[src/rtl/combat_state_tracker_if.sv]
// Event inputs and HUD/FSM status outputs of the combat state tracker.
// Latency: n/a (wires only).
// Backpressure: none; events are single-frame pulses, status is level.
interface combat_state_tracker_if #(
    parameter int HEALTH_W = 3,
    parameter int BLOCK_W  = 3,
    parameter int STUN_W   = 5
);
    logic                game_active;
    logic                round_start;
    logic                p1_hit_p2;
    logic                p2_hit_p1;
    logic                p1_blocked_by_p2;
    logic                p2_blocked_by_p1;
    logic [HEALTH_W-1:0] p1_health;
    logic [HEALTH_W-1:0] p2_health;
    logic [BLOCK_W-1:0]  p1_block_count;
    logic [BLOCK_W-1:0]  p2_block_count;
    logic                p1_in_hitstun;
    logic                p2_in_hitstun;
    logic                p1_in_blockstun;
    logic                p2_in_blockstun;
    logic [STUN_W-1:0]   p1_stun_timer;
    logic [STUN_W-1:0]   p2_stun_timer;
    logic [1:0]          p1_rounds;
    logic [1:0]          p2_rounds;
    logic                round_over;
    logic [1:0]          round_winner;
    logic                match_over;
    logic [1:0]          match_winner;

    modport master (
        output game_active, round_start, p1_hit_p2, p2_hit_p1,
               p1_blocked_by_p2, p2_blocked_by_p1,
        input  p1_health, p2_health, p1_block_count, p2_block_count,
               p1_in_hitstun, p2_in_hitstun, p1_in_blockstun, p2_in_blockstun,
               p1_stun_timer, p2_stun_timer, p1_rounds, p2_rounds,
               round_over, round_winner, match_over, match_winner
    );

    modport slave (
        input  game_active, round_start, p1_hit_p2, p2_hit_p1,
               p1_blocked_by_p2, p2_blocked_by_p1,
        output p1_health, p2_health, p1_block_count, p2_block_count,
               p1_in_hitstun, p2_in_hitstun, p1_in_blockstun, p2_in_blockstun,
               p1_stun_timer, p2_stun_timer, p1_rounds, p2_rounds,
               round_over, round_winner, match_over, match_winner
    );
endinterface

[src/rtl/combat_state_tracker.sv]
// Per-frame health/guard/stun bookkeeping for two fighters plus round/match sequencing.
// Latency: one frame from event pulse to registered output.
// Backpressure: none; events outside FIGHT or while game_active=0 are dropped.
module combat_state_tracker #(
    parameter int MAX_HEALTH    = 3,
    parameter int HEALTH_W      = 3,
    parameter int MAX_BLOCKS    = 3,
    parameter int BLOCK_W       = 3,
    parameter int DAMAGE        = 1,
    parameter int HITSTUN       = 16,
    parameter int BLOCKSTUN     = 14,
    parameter int STUN_W        = 5,
    parameter int REGEN_FRAMES  = 120,
    parameter int ROUNDS_TO_WIN = 2
) (
    input  logic                    clk_game,
    input  logic                    reset,
    combat_state_tracker_if.slave   bus
);
    typedef enum logic [1:0] {IDLE, FIGHT, ROUND_END, MATCH_END} state_t;

    localparam int REGEN_W = (REGEN_FRAMES > 0) ? $clog2(REGEN_FRAMES + 1) : 1;
    localparam logic [HEALTH_W-1:0] HEALTH_INIT = HEALTH_W'(MAX_HEALTH);
    localparam logic [HEALTH_W-1:0] DMG         = HEALTH_W'(DAMAGE);
    localparam logic [BLOCK_W-1:0]  BLOCK_INIT  = BLOCK_W'(MAX_BLOCKS);
    localparam logic [STUN_W-1:0]   HS_RELOAD   = STUN_W'(HITSTUN);
    localparam logic [STUN_W-1:0]   BS_RELOAD   = STUN_W'(BLOCKSTUN);
    localparam logic [REGEN_W-1:0]  REGEN_LIM   = REGEN_W'(REGEN_FRAMES);
    localparam logic [1:0]          WIN_ROUNDS  = 2'(ROUNDS_TO_WIN);

    state_t state, state_next;
    logic   load_round, end_round, decide_match, clear_match, fight_en;

    // Index 0 is P1, index 1 is P2; events are those landing on that player.
    logic [HEALTH_W-1:0] health     [2];
    logic [BLOCK_W-1:0]  block_cnt  [2];
    logic [STUN_W-1:0]   stun_timer [2];
    logic [REGEN_W-1:0]  regen_cnt  [2];
    logic [1:0]          hitstun, blockstun, hit_ev, blk_ev;
    logic [1:0]          rounds [2];
    logic                round_over_q, match_over_q;
    logic [1:0]          round_winner_q, match_winner_q;

    assign hit_ev = {bus.p1_hit_p2, bus.p2_hit_p1};
    assign blk_ev = {bus.p1_blocked_by_p2, bus.p2_blocked_by_p1};

    // FSM state register
    always_ff @(posedge clk_game or posedge reset) begin
        if (reset) state <= IDLE;
        else       state <= state_next;
    end

    // Next-state and control strobes; nothing advances while the game is frozen
    always_comb begin
        state_next   = state;
        load_round   = 1'b0;
        end_round    = 1'b0;
        decide_match = 1'b0;
        clear_match  = 1'b0;
        fight_en     = 1'b0;
        if (bus.game_active) begin
            case (state)
                IDLE: if (bus.round_start) begin
                    state_next = FIGHT;
                    load_round = 1'b1;
                end
                FIGHT: if (health[0] == '0 || health[1] == '0) begin
                    state_next = ROUND_END;
                    end_round  = 1'b1;
                end else begin
                    fight_en = 1'b1;
                end
                ROUND_END: if ((round_winner_q == 2'b01 && rounds[0] == WIN_ROUNDS) ||
                               (round_winner_q == 2'b10 && rounds[1] == WIN_ROUNDS)) begin
                    state_next   = MATCH_END;
                    decide_match = 1'b1;
                end else if (bus.round_start) begin
                    state_next = FIGHT;
                    load_round = 1'b1;
                end
                MATCH_END: if (bus.round_start) begin
                    state_next  = FIGHT;
                    load_round  = 1'b1;
                    clear_match = 1'b1;
                end
                default: state_next = IDLE;
            endcase
        end
    end

    // Per-player health, guard, stun and guard-regeneration bookkeeping
    always_ff @(posedge clk_game or posedge reset) begin
        if (reset) begin
            for (int i = 0; i < 2; i++) begin
                health[i]     <= HEALTH_INIT;
                block_cnt[i]  <= BLOCK_INIT;
                stun_timer[i] <= '0;
                regen_cnt[i]  <= '0;
                hitstun[i]    <= 1'b0;
                blockstun[i]  <= 1'b0;
            end
        end else if (load_round) begin
            for (int i = 0; i < 2; i++) begin
                health[i]     <= HEALTH_INIT;
                block_cnt[i]  <= BLOCK_INIT;
                stun_timer[i] <= '0;
                regen_cnt[i]  <= '0;
                hitstun[i]    <= 1'b0;
                blockstun[i]  <= 1'b0;
            end
        end else if (fight_en) begin
            for (int i = 0; i < 2; i++) begin
                // A block with no guard left is a guard break and lands as a hit
                if (hit_ev[i] || (blk_ev[i] && block_cnt[i] == '0)) begin
                    health[i]     <= (health[i] <= DMG) ? '0 : health[i] - DMG;
                    stun_timer[i] <= HS_RELOAD;
                    hitstun[i]    <= 1'b1;
                    blockstun[i]  <= 1'b0;
                    regen_cnt[i]  <= '0;
                end else if (blk_ev[i]) begin
                    block_cnt[i]  <= block_cnt[i] - 1'b1;
                    stun_timer[i] <= BS_RELOAD;
                    hitstun[i]    <= 1'b0;
                    blockstun[i]  <= 1'b1;
                    regen_cnt[i]  <= '0;
                end else begin
                    if (hitstun[i] || blockstun[i]) begin
                        if (stun_timer[i] != '0) begin
                            stun_timer[i] <= stun_timer[i] - 1'b1;
                        end else begin
                            hitstun[i]   <= 1'b0;
                            blockstun[i] <= 1'b0;
                        end
                    end
                    if (REGEN_FRAMES != 0 && block_cnt[i] < BLOCK_INIT) begin
                        if (regen_cnt[i] == REGEN_LIM) begin
                            block_cnt[i] <= block_cnt[i] + 1'b1;
                            regen_cnt[i] <= '0;
                        end else begin
                            regen_cnt[i] <= regen_cnt[i] + 1'b1;
                        end
                    end else begin
                        regen_cnt[i] <= '0;
                    end
                end
            end
        end
    end

    // Round/match results: latched on round end, cleared by the next round_start
    always_ff @(posedge clk_game or posedge reset) begin
        if (reset) begin
            rounds[0]      <= '0;
            rounds[1]      <= '0;
            round_over_q   <= 1'b0;
            match_over_q   <= 1'b0;
            round_winner_q <= '0;
            match_winner_q <= '0;
        end else begin
            if (end_round) begin
                round_over_q   <= 1'b1;
                round_winner_q <= {health[0] == '0, health[1] == '0};
                if (health[1] == '0 && health[0] != '0) rounds[0] <= rounds[0] + 1'b1;
                if (health[0] == '0 && health[1] != '0) rounds[1] <= rounds[1] + 1'b1;
            end
            if (decide_match) begin
                match_over_q   <= 1'b1;
                match_winner_q <= round_winner_q;
            end
            if (load_round) begin
                round_over_q   <= 1'b0;
                round_winner_q <= '0;
            end
            if (clear_match) begin
                rounds[0]      <= '0;
                rounds[1]      <= '0;
                match_over_q   <= 1'b0;
                match_winner_q <= '0;
            end
        end
    end

    assign bus.p1_health       = health[0];
    assign bus.p2_health       = health[1];
    assign bus.p1_block_count  = block_cnt[0];
    assign bus.p2_block_count  = block_cnt[1];
    assign bus.p1_in_hitstun   = hitstun[0];
    assign bus.p2_in_hitstun   = hitstun[1];
    assign bus.p1_in_blockstun = blockstun[0];
    assign bus.p2_in_blockstun = blockstun[1];
    assign bus.p1_stun_timer   = stun_timer[0];
    assign bus.p2_stun_timer   = stun_timer[1];
    assign bus.p1_rounds       = rounds[0];
    assign bus.p2_rounds       = rounds[1];
    assign bus.round_over      = round_over_q;
    assign bus.round_winner    = round_winner_q;
    assign bus.match_over      = match_over_q;
    assign bus.match_winner    = match_winner_q;
endmodule

[src/flat_wrapper.sv]
// flat-port wrapper written by rule: the top's interface ports become plain ports
module combat_state_tracker_flat 
#(
    parameter int MAX_HEALTH    = 3,
    parameter int HEALTH_W      = 3,
    parameter int MAX_BLOCKS    = 3,
    parameter int BLOCK_W       = 3,
    parameter int DAMAGE        = 1,
    parameter int HITSTUN       = 16,
    parameter int BLOCKSTUN     = 14,
    parameter int STUN_W        = 5,
    parameter int REGEN_FRAMES  = 120,
    parameter int ROUNDS_TO_WIN = 2
)
  (clk_game, reset, bus_game_active, bus_round_start, bus_p1_hit_p2, bus_p2_hit_p1, bus_p1_blocked_by_p2, bus_p2_blocked_by_p1, bus_p1_health, bus_p2_health, bus_p1_block_count, bus_p2_block_count, bus_p1_in_hitstun, bus_p2_in_hitstun, bus_p1_in_blockstun, bus_p2_in_blockstun, bus_p1_stun_timer, bus_p2_stun_timer, bus_p1_rounds, bus_p2_rounds, bus_round_over, bus_round_winner, bus_match_over, bus_match_winner);
  combat_state_tracker_if #(.HEALTH_W(HEALTH_W), .BLOCK_W(BLOCK_W), .STUN_W(STUN_W)) bus_i ();
  input  logic clk_game;
  input  logic reset;
  input wire logic [$bits(bus_i.game_active)-1:0] bus_game_active;
  input wire logic [$bits(bus_i.round_start)-1:0] bus_round_start;
  input wire logic [$bits(bus_i.p1_hit_p2)-1:0] bus_p1_hit_p2;
  input wire logic [$bits(bus_i.p2_hit_p1)-1:0] bus_p2_hit_p1;
  input wire logic [$bits(bus_i.p1_blocked_by_p2)-1:0] bus_p1_blocked_by_p2;
  input wire logic [$bits(bus_i.p2_blocked_by_p1)-1:0] bus_p2_blocked_by_p1;
  output wire logic [$bits(bus_i.p1_health)-1:0] bus_p1_health;
  output wire logic [$bits(bus_i.p2_health)-1:0] bus_p2_health;
  output wire logic [$bits(bus_i.p1_block_count)-1:0] bus_p1_block_count;
  output wire logic [$bits(bus_i.p2_block_count)-1:0] bus_p2_block_count;
  output wire logic [$bits(bus_i.p1_in_hitstun)-1:0] bus_p1_in_hitstun;
  output wire logic [$bits(bus_i.p2_in_hitstun)-1:0] bus_p2_in_hitstun;
  output wire logic [$bits(bus_i.p1_in_blockstun)-1:0] bus_p1_in_blockstun;
  output wire logic [$bits(bus_i.p2_in_blockstun)-1:0] bus_p2_in_blockstun;
  output wire logic [$bits(bus_i.p1_stun_timer)-1:0] bus_p1_stun_timer;
  output wire logic [$bits(bus_i.p2_stun_timer)-1:0] bus_p2_stun_timer;
  output wire logic [$bits(bus_i.p1_rounds)-1:0] bus_p1_rounds;
  output wire logic [$bits(bus_i.p2_rounds)-1:0] bus_p2_rounds;
  output wire logic [$bits(bus_i.round_over)-1:0] bus_round_over;
  output wire logic [$bits(bus_i.round_winner)-1:0] bus_round_winner;
  output wire logic [$bits(bus_i.match_over)-1:0] bus_match_over;
  output wire logic [$bits(bus_i.match_winner)-1:0] bus_match_winner;
  assign bus_i.game_active = bus_game_active;
  assign bus_i.round_start = bus_round_start;
  assign bus_i.p1_hit_p2 = bus_p1_hit_p2;
  assign bus_i.p2_hit_p1 = bus_p2_hit_p1;
  assign bus_i.p1_blocked_by_p2 = bus_p1_blocked_by_p2;
  assign bus_i.p2_blocked_by_p1 = bus_p2_blocked_by_p1;
  assign bus_p1_health = bus_i.p1_health;
  assign bus_p2_health = bus_i.p2_health;
  assign bus_p1_block_count = bus_i.p1_block_count;
  assign bus_p2_block_count = bus_i.p2_block_count;
  assign bus_p1_in_hitstun = bus_i.p1_in_hitstun;
  assign bus_p2_in_hitstun = bus_i.p2_in_hitstun;
  assign bus_p1_in_blockstun = bus_i.p1_in_blockstun;
  assign bus_p2_in_blockstun = bus_i.p2_in_blockstun;
  assign bus_p1_stun_timer = bus_i.p1_stun_timer;
  assign bus_p2_stun_timer = bus_i.p2_stun_timer;
  assign bus_p1_rounds = bus_i.p1_rounds;
  assign bus_p2_rounds = bus_i.p2_rounds;
  assign bus_round_over = bus_i.round_over;
  assign bus_round_winner = bus_i.round_winner;
  assign bus_match_over = bus_i.match_over;
  assign bus_match_winner = bus_i.match_winner;
  combat_state_tracker #(.MAX_HEALTH(MAX_HEALTH), .HEALTH_W(HEALTH_W), .MAX_BLOCKS(MAX_BLOCKS), .BLOCK_W(BLOCK_W), .DAMAGE(DAMAGE), .HITSTUN(HITSTUN), .BLOCKSTUN(BLOCKSTUN), .STUN_W(STUN_W), .REGEN_FRAMES(REGEN_FRAMES), .ROUNDS_TO_WIN(ROUNDS_TO_WIN)) u_core (.clk_game(clk_game), .reset(reset), .bus(bus_i));
endmodule
[config.mk]
export PLATFORM = sky130hd
export DESIGN_NAME = combat_state_tracker_flat
export DESIGN_NICKNAME = d
export VERILOG_FILES = /design/src/rtl/combat_state_tracker_if.sv /design/src/rtl/combat_state_tracker.sv /design/src/flat_wrapper.sv
export SDC_FILE = /design/constraint.sdc
export NUM_CORES = 1
export LEC_CHECK = 0
export CAP_MARGIN = 25
export CORE_MARGIN = 2
export CORE_UTILIZATION = 62
export CTS_BUF_LIST = sky130_fd_sc_hd__clkbuf_4
export DETAILED_ROUTE_END_ITERATION = 7
export HOLD_SLACK_MARGIN = 0.06
export PLACE_DENSITY = 0.86
export SLEW_MARGIN = 20
export SYNTH_ARGS = -nofsm -noshare
export SYNTH_HDL_FRONTEND = slang
export SYNTH_SLANG_ARGS = --single-unit
[constraint.sdc]
create_clock -name clk_game -period 4.2 [get_ports clk_game]
set_clock_uncertainty 0.2 [all_clocks]
set_input_delay 0.42 -clock clk_game [delete_from_list [all_inputs] [get_ports clk_game]]
set_output_delay 0.42 -clock clk_game [all_outputs]
set_load 0.01 [all_outputs]
* Yosys cells after proc, flatten, opt, wreduce, memory -nomap -nowiden
Index checks and enable logic that the tools add are counted.
** Word-level totals
- Memory bits (read-only) :: 0
- Memory bits (writable) :: 0
- Word-level logic and storage cells :: 181
- Output and inout bits :: 36
- Latch bits :: 0
- Bits in registers :: 52
- Bits of input ports :: 8
- Memories kept :: 0
** Operators by class
- Bitwise operators :: 0
- Multiply operators :: 0
- Mux-type cells :: 83
- Shifts and indexed selects :: 0
- Add/subtract/negate cells :: 12
- Equality and inequality tests :: 14
- Magnitude comparators :: 4
- Divide/modulo/power cells :: 0
- Reductions and logical operators :: 49
** Operator list (count)
- 2-to-1 mux 7 bit :: 8
- 2-to-1 mux 5 bit :: 8
- 2-to-1 mux 3 bit :: 12
- 2-to-1 mux 1 bit :: 30
- 2-to-1 mux 14 bit :: 2
- 2-to-1 mux 2 bit :: 13
- 2-to-1 mux 6 bit :: 4
- 2-to-1 mux 10 bit :: 2
- nonzero test 3 bit :: 6
- nonzero test 2 bit :: 8
- nonzero test 4 bit :: 4
- adder 7 x 1 -> 7 bit, second input constant :: 2
- equality test 7 bit, second input constant :: 2
- logical NOT 3 bit :: 4
- AND reduction 3 bit :: 4
- subtractor 3 x 1 -> 3 bit, second input constant :: 4
- equality test 2 bit, second input constant :: 5
- AND reduction 2 bit :: 5
- nonzero test 5 bit :: 2
- subtractor 5 x 1 -> 5 bit, second input constant :: 2
- 2-to-1 mux 4 bit :: 2
- inequality test 4 x 2 -> 1 bit, second input constant :: 2
- AND reduction 4 bit :: 2
- adder 3 x 1 -> 3 bit, second input constant :: 2
- 11 further kinds :: 27

* Depth between registers and ports, before layout
Gate-level depths: netlist (run 1).
- Depth after elaboration :: 8
- Depth in mapped cells :: 8
- Mapped depth without buffers :: 6

* Worst setup path before layout (run 1)
Ideal clock, no wire load.
- Kind :: reg2reg
- Start point :: register u_core.state[1]
- End point :: register u_core.stun_timer (netlist bit u_core.bus.p2_stun_timer[0])
- Path buffers :: 1
- Setup slack :: 1.888 ns
- Arrival :: 1.987 ns
- Stages on the path, launching flop included :: 7
- Library setup time :: 0.125 ns
- Clock period less this slack :: 2.312 ns
- Data required time :: 3.875 ns
- Path through :: dfrtp_1 > ha_1 > and4bb_4 > or4_4 > buf_6 > and3_1 > mux2_2
** Between the ends
- Word-level cells in the longest chain between the ends :: 6
- Elaborated cells on any way between the ends :: 14
** Ends and longest elaborated chain
- start: declaration :: line combat_state_tracker.sv:31 : state_t state, state_next;
- start signal: assignment :: line combat_state_tracker.sv:50 : else state <= state_next;
- equality test 2 bit or logical NOT 2 bit (tied branches) :: line combat_state_tracker.sv:62 : case (state)
- OR reduction 2 bit (no line)
- case mux 1 bit (2 select lines) :: line combat_state_tracker.sv:62
- 2-to-1 mux 1 bit :: line combat_state_tracker.sv:61 : if (bus.game_active) begin
- nonzero test 4 bit (no line) or nonzero test 2 bit (tied branches)
- AND reduction 3 bit (no line)
- end signal: indexed assignment :: line combat_state_tracker.sv:129 : stun_timer[i] <= stun_timer[i] - 1'b1;
- end: declaration :: line combat_state_tracker.sv:37 : logic [STUN_W-1:0] stun_timer [2];
Several ways; a longest one is shown, not always the timed one.
A chain may end at the register's enable or synchronous reset.

* Worst setup path in the final report (run 1)
- Start point :: register u_core.health (netlist bit u_core.bus.p2_health[0])
- End point :: register u_core.health (netlist bit u_core.bus.p1_health[1])
** Between the ends
- Word-level cells in the longest chain between the ends :: 7
** Ends and longest elaborated chain
- start: declaration :: line combat_state_tracker.sv:35 : logic [HEALTH_W-1:0] health [2];
- start signal: indexed assignment :: line combat_state_tracker.sv:115 : health[i] <= (health[i] <= DMG) ? '0 : health[i] - DMG;
- logical NOT 3 bit :: line combat_state_tracker.sv:67 : FIGHT: if (health[0] == '0 || health[1] == '0) begin
- logical OR 1 bit :: line combat_state_tracker.sv:67
- 2-to-1 mux 1 bit :: line combat_state_tracker.sv:67
- 2-to-1 mux 1 bit :: line combat_state_tracker.sv:62
- 2-to-1 mux 1 bit :: line combat_state_tracker.sv:61
- nonzero test 2 bit (no line)
- AND reduction 2 bit (no line)
No other way between the ends.

==> results of run 1 <==
==> flip-flops by register name, indices dropped and copies added (netlist names) <==
signal                     cells
u_core.bus.p2_health           3
u_core.blockstun               2
u_core.bus.round_over          1
u_core.bus.p1_health           3
u_core.bus.p2_block_count      3
u_core.bus.round_winner        2
u_core.bus.match_over          1
u_core.bus.p1_stun_timer       5
u_core.regen_cnt              14
u_core.bus.p1_block_count      3
u_core.bus.p2_rounds           2
u_core.bus.match_winner        2
u_core.bus.p1_rounds           2
u_core.hitstun                 2
u_core.state                   2
u_core.bus.p2_stun_timer       5
==> report_power, final <==
| part | internal [mW] | switching (mW) | total, mW |
|---|---|---|---|
| logic | 0.586 | 0.593 | 1.18 |
| registers | 0.673 | 0.189 | 0.861 |
| clock network | 0.0706 | 0.162 | 0.233 |
| total | 1.33 | 0.944 | 2.27 |
==> worst paths after layout <==
check / cells after the start / start / slack (ns) / to
worst max-delay path: 6 / u_core.bus.p2_health[0]$_DFFE_PP1P_ / 1.40 / u_core.bus.p1_health[1]$_DFFE_PP1P_
worst min-delay path: 2 / reset / 0.23 / u_core.regen_cnt[1]$_DFFE_PP0P_
worst max register to register: 6 / u_core.bus.p2_health[0]$_DFFE_PP1P_ / 1.40 / u_core.bus.p1_health[1]$_DFFE_PP1P_
worst min register to register: 2 / u_core.bus.match_over$_DFFE_PP0P_ / 0.33 / u_core.bus.match_over$_DFFE_PP0P_
max in group asynchronous: 3 / reset / 2.95 / u_core.bus.p1_health[0]$_DFFE_PP1P_
min in group clk_game: 2 / u_core.bus.match_over$_DFFE_PP0P_ / 0.33 / u_core.bus.match_over$_DFFE_PP0P_
==> cells in the final DEF (no fill, tap or decap), types with 3 or more instances in the layout <==
master	count
a211o_1	8
a21oi_1	16
a221o_1	4
a311oi_1	4
a31oi_1	6
a32o_1	4
and2_1	3
and3_1	4
clkbuf_4	6
clkdlybuf4s50_1	43
dfrtp_1	44
dfstp_2	8
ha_1	18
inv_1	32
mux2i_1	5
nand2_1	14
nand3_1	10
nand3b_1	4
nand4_1	5
nor2_1	23
nor2b_1	4
nor3_1	15
nor4b_1	5
o211ai_1	4
o21ai_0	15
o21bai_1	3
o311ai_1	4
or2_2	5
or3_1	4
xnor2_1	3
==> metrics by stage <==
stage                     instances  instance area, um^2  setup WS [ns]
after detailed placement        444                 3790           1.25
after global routing            452                 3850           1.24
after CTS                       452                 3850           1.41
after global placement          443                 3770           1.34
after floorplan                 342                 3310           1.89
final                           452                 3850           1.40
==> layout make-up <==
| class | instances | area share [%] |
|---|---|---|
| sequential | 52 | 34.1 |
| inverter | 33 | 3.22 |
| timing repair buffer | 45 | 12.1 |
| multi-input combinational | 244 | 46.9 |
| clock buffer | 6 | 1.17 |
| clock inverter | 2 | 0.292 |
| tap | 70 | 2.27 |
==> worst max-delay path, delay by kind of cell, from the launching register on <==
| family | cells | cell delay [ns] |
|---|---|---|
| AO/OA/AOI/OAI | 1 | 0.37 |
| adder cells (fa/ha/maj) | 1 | 0.22 |
| buffers and inverters | 1 | 0.07 |
| flip-flops | 1 | 0.61 |
| AND/OR/NAND/NOR | 3 | 1.25 |
==> routing by layer <==
layer | up-vias | share of wire (%) | GRT usage [%]
li1 | 1361 | - | -
met1 | 1395 | 45 | 36.5
met2 | 99 | 48 | 42.1
met3 | 7 | 6.0 | 4.24
met4 | 0 | 1.2 | 7.86
met5 | - | 0 | 0
==> kinds of logic (layout without fill, tap and decap cells) <==
| family | Yosys count | after routing | share of synthesized area (%) |
|---|---|---|---|
| DFF | 52 | 52 | 39.6 |
| muxes | 7 | 7 | 2.19 |
| adders and majority gates | 20 | 20 | 8.02 |
| AOI/OAI and AO/OA | 96 | 96 | 22.2 |
| buffers and inverters | 46 | 86 | 5.79 |
| xor gates and xnor gates | 3 | 3 | 0.794 |
| and+or+nand+nor | 118 | 118 | 21.4 |
==> impl_metrics.tcl, run 1 <==
set metrics [dict create \
    grt_overflow 0 \
    syn_avg_cell_area_um2 9.67 \
    min_path_type "in2async" \
    core_um2 5140 \
    yosys_most_used_dff "dfrtp_1" \
    synth_cell_types 71 \
    chipHeight_um 77.0 \
    cts.sinks 52 \
    vias 2862 \
    min_period_over_period_pct 66.7 \
    routedWlPerCell_um 16.2 \
    synthCells 342 \
    fin_setup_tns_ns 0 \
    period_minus_slack_ns 2.80 \
    synth_common_cells "dfrtp_1 (44), inv_1 (33), nor2_1 (23), ha_1 (18), a21oi_1 (16)" \
    yosysSeqAreaShare_pct 39.6 \
    cts.repair.resized 0 \
    dp_hpwl_mm 5.34 \
    syn_nets 370 \
    drc 0 \
    power_per_cell_area_nw_per_um2 590 \
    die_area_um2 5940 \
    final_hold_viol_count 0 \
    routabilityCongestion 0.862 \
    arrival_ns 2.88 \
    slowest_stage "nor3_2" \
    multi_input_area_um2 1810 \
    die_w_um 77.0 \
    initial_core_util_pct 64.4 \
    path_cells "inv_1, ha_1, nor2b_1, nor3_2, nand3_1, o311ai_1" \
    grt_pass1_vias 2693 \
    path_clk_slew_ns 0.15 \
    fill_cells 391 \
    regArea_um2 1310 \
    antenna_found_initial 0 \
    drv_slew 0 \
    max_freq_mhz 357 \
    wirelength_mm 7.33 \
    critical_path.max_stage_delay_ns 0.75 \
    clkLatencyLatePin_ns 0.37 \
    fin_util_pct 74.9 \
    grt_start_max_net_pins 30 \
    rows 26 \
    max_cap_viol_count 0 \
    leakage_nw 1.65 \
    synth_area_leader_cell "dfrtp_1" \
    cts_tree "built" \
    post_cts_buffers 0 \
    detail-route-antenna-nets 0 \
    ys_warn_count 0 \
    endpoint_kind "register" \
    max_slew_margin_pct 39.1 \
    crit_path_max_fanout 14 \
    cts_buffers 5 \
    clockRootBuffer "clkbuf_4" \
    syn_area_um2 3310 \
    synthTopCellsByArea "dfrtp_1 (33%), ha_1 (6.8%), dfstp_2 (6.4%)" \
    peakVddDrop_mv 0.412 \
    syn_to_final_growth_pct 16.4 \
    drt-pass1-iter-count 5 \
    power_mw 2.27 \
    worstSetupStartpointType "register" \
    layout-drive-gt1-share_pct 9.95 \
    nNetsFinal 409 \
    synth_edf_count 0 \
    diodes 0 \
    outcome "finished, final reports clean" \
    setup_viol 0 \
    hold_buffers 0 \
    synth-async-reset-ratio_pct 100 \
    io_buffers 43 \
    cts_buffer_depth 2 \
    synth_top_cell_area_share_pct 33.3 \
    cts.htree.levels 2 \
    drtIter0Drc 199 \
    vias_per_cell 6.33 \
    worstMarginPinSlew_ns 0.909 \
    grt_pass1_wl_mm 12.8 \
    critical_path_class "reg2reg" \
    cp_data_required_time_ns 4.28 \
    ios 44 \
    rsz0062_at_grt "no" \
    yosysMostFrequentCell "dfrtp_1" \
    ys_seq_elements 52 \
    hold_slack_ns 0.229 \
    grt_usage_pct 26.1 \
]
Power figures use the tool's default switching activity.
==> run 2: changes to the inputs <==
--- a/config.mk
+++ b/config.mk
@@ -7,11 +7,11 @@
 export LEC_CHECK = 0
 export CAP_MARGIN = 25
 export CORE_MARGIN = 2
-export CORE_UTILIZATION = 62
+export CORE_UTILIZATION = 52
 export CTS_BUF_LIST = sky130_fd_sc_hd__clkbuf_4
 export DETAILED_ROUTE_END_ITERATION = 7
 export HOLD_SLACK_MARGIN = 0.06
-export PLACE_DENSITY = 0.86
+export PLACE_DENSITY = 0.77
 export SLEW_MARGIN = 20
 export SYNTH_ARGS = -nofsm -noshare
 export SYNTH_HDL_FRONTEND = slang
==> constraint.sdc (replaced) <==
create_clock -name clk_game -period 2.3 [get_ports clk_game]
set_clock_uncertainty 0.2 [all_clocks]
set_input_delay 0.23 -clock clk_game [delete_from_list [all_inputs] [get_ports clk_game]]
set_output_delay 0.23 -clock clk_game [all_outputs]
set_load 0.01 [all_outputs]
==> run 2 against run 1 <==
- clock power grew 130%
- core utilization decreased by 5.4 points
- cell area increased by 13%
- largest cell class unchanged
- largest power group unchanged
==> impl_metrics.tcl, run 2 (synthesis gave the netlist of run 1 again) <==
set metrics [dict create \
    grt_pass1_vias 2964 \
    critical_path_class "reg2reg" \
    wirelength_mm 8.20 \
    min_path_type "reg2reg" \
    vias 3095 \
    hold_slack_ns 0.332 \
    instances_no_fill 507 \
    drt-pass1-iter-count 5 \
    fin_setup_tns_ns 0 \
    fin_area_um2 4340 \
    path_cells "ha_4, and4bb_4, nor4_4, buf_4, buf_6, nor2_4, buf_4, a32o_1" \
    max_cap_viol_count 0 \
    core_um2 6240 \
    layout-drive-gt1-share_pct 22.3 \
    mostFrequentLayoutCells "dfrtp_1 (44), clkdlybuf4s50_1 (43), buf_4 (43)" \
    fin_ws_ns 0.0327 \
    routabilityCongestion 0.927 \
    grt_usage_pct 23.6 \
    io_buffers 43 \
    peakVddDrop_mv 0.663 \
    critical_path.max_stage_delay_ns 0.45 \
    rows 29 \
    p_sw_mw 1.88 \
    crit_top_cell "buf_4" \
    fin_util_pct 69.5 \
    cts_tree "built" \
    power_mw 4.73 \
    rsz0062_at_grt "yes" \
    final_common_cell "dfrtp_1" \
    clockRootBuffer "clkbuf_4" \
    ff2ff_path_depth 8 \
    power_frac_seq_pct 32.5 \
    period_minus_slack_ns 2.27 \
    place_ws_ns -0.106 \
    max_slew_margin_pct 62.4 \
    die_area_um2 7020 \
    rr_startpoint "u_core.state[1]$_DFFE_PP0P_" \
    drtIter0Drc 234 \
    slowest_stage "dfrtp_1" \
    leakage_nw 1.91 \
    largest_register_ffs 14 \
    max_freq_mhz 441 \
    setup_viol 0 \
    nNetsFinal 457 \
    crit_path_max_fanout 8 \
    r2r_slack_ns 0.03 \
    regMostFlops "u_core.regen_cnt" \
    switching_share_pct 39.7 \
    drv_slew 0 \
    min_to "u_core.bus.round_over$_DFFE_PP0P_" \
    dp_cells 492 \
    cts.htree.levels 2 \
    hold_depth 2 \
    syn_to_final_growth_pct 31.1 \
    rr_endpoint "u_core.regen_cnt[1]$_DFFE_PP0P_" \
    clkLatencyLatePin_ns 0.38 \
    grt_overflow 0 \
    cts_buffer_depth 2 \
    place_area_um2 4130 \
    detail-route-antenna-nets 0 \
    path_clk_slew_ns 0.16 \
    antenna_found_initial 0 \
    final_hold_viol_count 0 \
    vias_per_cell 6.10 \
    endpoint_kind "register" \
    diodes 0 \
    worstMarginPinSlew_ns 0.556 \
    fill_cells 480 \
    critPathBufInv 3 \
    drc 0 \
    crit_family "simple AND/OR/NAND/NOR gates" \
    routedWlPerCell_um 16.2 \
    power_frac_clock_pct 11.3 \
    cp_data_required_time_ns 2.39 \
    initial_core_util_pct 53.0 \
    arrival_ns 2.36 \
    cts_buffers 5 \
    dp_hpwl_mm 6.08 \
    grt_pass1_wl_mm 13.7 \
    critPathLaunch "u_core.state[1]$_DFFE_PP0P_" \
    min_period_over_period_pct 98.6 \
    cts.sinks 52 \
    die_w_um 83.8 \
    power_frac_comb_pct 56.2 \
    hold_start "u_core.bus.round_over$_DFFE_PP0P_" \
    ios 44 \
    chipHeight_um 83.8 \
    outcome "finished, final reports clean" \
    internal_power_mw 2.85 \
    worstSetupStartpointType "register" \
    grt_start_max_net_pins 23 \
    power_per_cell_area_nw_per_um2 1090 \
]
==> run 2: cell count changes in the layout (fill, tap and decap cells not counted), sizes merged <==
cell	delta
dlygate4sd3	+1
clkbuf	-1
bufinv	+1
buf	+47
==> run 2: tightest hold or removal path, stage by stage, from the launching register on <==
cell and delay [ns]:
dfrtp_1 0.40, nand2_1 0.05, o21ai_0 0.06
==> run 2: timing repair <==
action	4_1_cts	5_1_grt
endpoints found under the setup margin	9	26
resized for setup	6	9
buffers inserted	1	6
hold endpoints to repair	16	0
hold buffers	1	0
pin swaps	3	12
==> run 2: worst max path at each step <==
| stage | endpoint | slack (ns) | cells after the start |
|---|---|---|---|
| after global placement | u_core.bus.p2_stun_timer[2]$_DFFE_PP0P_ | 0.009 | 7 |
| after CTS | u_core.regen_cnt[3]$_DFFE_PP0P_ | 0.009 | 7 |
| after global routing | u_core.regen_cnt[6]$_DFFE_PP0P_ | -0.03 | 7 |
| after floorplan | u_core.bus.p2_stun_timer[0]$_DFFE_PP0P_ | 0.008 | 6 |
| after detailed placement | u_core.bus.p2_stun_timer[2]$_DFFE_PP0P_ | -0.11 | 7 |
| final | u_core.regen_cnt[1]$_DFFE_PP0P_ | 0.03 | 8 |
==> run 2: area by class of cell <==
cell class	count	area, um^2	area share (%)
timing repair buffer	93	848	19.6
tap	77	96.3	2.22
sequential	52	1310	30.2
clock inverter	3	42.5	0.981
inverter	33	124	2.86
multi-input combinational	244	1880	43.3
clock buffer	5	37.5	0.865
==> run 2: power by group through the flow <==
stage	sequential (mW)	clock, mW	combinational (mW)
final	1.54	0.533	2.66
after global routing	1.59	0.579	2.91
after CTS	1.54	0.546	2.54
after detailed placement	1.55	0	2.47
after global placement	1.54	0	2.39
after floorplan	1.62	0	1.30
==> run 2: routing by layer <==
metal / share of wire (%) / up-vias / GRT usage [%]
met4: 1.2 / 0 / 5.57
met5: 0 / - / 0
met2: 51 / 73 / 40.8
li1: - / 1456 / -
met1: 44 / 1555 / 30.8
met3: 4.1 / 11 / 4.15
==> patch, RTL diff (settings of run 2) <==
`HEALTH_W` is set to 3 in 3 places; all go to 2.
--- a/src/rtl/combat_state_tracker_if.sv
+++ b/src/rtl/combat_state_tracker_if.sv
@@ -2,7 +2,7 @@
 // Latency: n/a (wires only).
 // Backpressure: none; events are single-frame pulses, status is level.
 interface combat_state_tracker_if #(
-    parameter int HEALTH_W = 3,
+    parameter int HEALTH_W = 2,
     parameter int BLOCK_W  = 3,
     parameter int STUN_W   = 5
 );
--- a/src/rtl/combat_state_tracker.sv
+++ b/src/rtl/combat_state_tracker.sv
@@ -3,7 +3,7 @@
 // Backpressure: none; events outside FIGHT or while game_active=0 are dropped.
 module combat_state_tracker #(
     parameter int MAX_HEALTH    = 3,
-    parameter int HEALTH_W      = 3,
+    parameter int HEALTH_W      = 2,
     parameter int MAX_BLOCKS    = 3,
     parameter int BLOCK_W       = 3,
     parameter int DAMAGE        = 1,
--- a/src/flat_wrapper.sv
+++ b/src/flat_wrapper.sv
@@ -2,7 +2,7 @@
 module combat_state_tracker_flat 
 #(
     parameter int MAX_HEALTH    = 3,
-    parameter int HEALTH_W      = 3,
+    parameter int HEALTH_W      = 2,
     parameter int MAX_BLOCKS    = 3,
     parameter int BLOCK_W       = 3,
     parameter int DAMAGE        = 1,
Interface: changed (resized bus_p1_health and bus_p2_health); port bits go from 44 to 42. No check against the original RTL was run, so the function may have changed too.
==> patch against run 2 <==
Synthesized cell count down 1.8%; wire length down 6.8%; critical path type unchanged; synthesized area down 8.2%; cell area down 12%; highest routed layer unchanged; worst setup slack worse by 0.010 ns; sequential cell count down 2; largest power group unchanged; power down 14%; final cell count down 6.7%.
==> patch: results (changes against run 2) <==
hold slack final - 0.329 ns (-0.00323 ns)
met2 GRT Util - 0.413 (+0.00533)
CP Max Fanout - 17 (+9)
WL met2 - 3.84 mm (-8.4%)
LEAKAGE - 0.00164 µW (-14%)
Cell variety after synth - 56 (-21%)
Critical-path top delay cell - or4_4
gpl congestion - 0.918 (-1.0%)
post-synth top area share - 0.346 (+0.0133)
placed insts - 463 (-5.9%)
worst slack, placed - -0.00516 ns (+0.101 ns)
Post-CTS Resized - 1 (-5)
met1 WL - 3.35 mm (-6.3%)
met1 usage - 0.325 (+0.0168)
synth cell count leaders - 42 x dfrtp_1, 30 x nand3_1, 28 x inv_1
routed vias - 2879 (-7.0%)
pin count of the biggest net entering global routing - 34 (+48%)
Post-Syn Nets - 358 (-3.2%)
DRT iter0 DRCs - 258 (+10%)
outcome - finished, final reports clean
fin nets - 422 (-7.7%)
WL met3 - 408 µm (+21%)
sequential share of the synthesized area - 0.415 (+0.0190)
Post-DP HPWL - 5.31 mm (-13%)
first-pass GRT wire length - 12.6 mm (-8.1%)
reg2reg end - u_core.bus.p2_stun_timer[3]$_DFFE_PP0P_
vias in the first global route - 2752 (-7.2%)
max incr delay on CP - 0.68 ns (+0.23 ns)
Post-Place Cell Area - 3690 µm² (-11%)
layout cells sized above 1 - 0.152 (-0.0711)
routed len/inst - 16.2 µm (about the same)
## patch: final cells by class
| class | instances | area (µm²) | area share |
|---|---|---|---|
| tap | 72 | 90.1 | 0.0235 |
| clock inverter | 3 | 45.0 | 0.0118 |
| timing repair buffer | 71 | 658 | 0.172 |
| inverter | 28 | 105 | 0.0275 |
| multi-input combinational | 244 | 1630 | 0.426 |
| clock buffer | 5 | 37.5 | 0.00981 |
| sequential | 50 | 1260 | 0.330 |
## patch: metrics by stage
stage	utilization	total power, µW	TNS (ns)
global placement	0.663	3400	0
global route	0.687	4360	-0.173
detailed placement	0.663	3460	-0.00975
floorplan	-	2550	0
finish	0.687	4060	0
CTS	0.680	4000	0
## patch: cell families (layout without fill, tap and decap cells)
kind of cell    count (synthesis)  in the layout  share of synthesized area
compound gates                 83             83                      0.187
xor+xnor                        5              5                     0.0144
fa+ha+maj                      14             14                     0.0626
buf+inv                        43            107                     0.0589
flops                          50             50                      0.415
mux                             6              6                     0.0198
simple gates                  135            136                      0.242
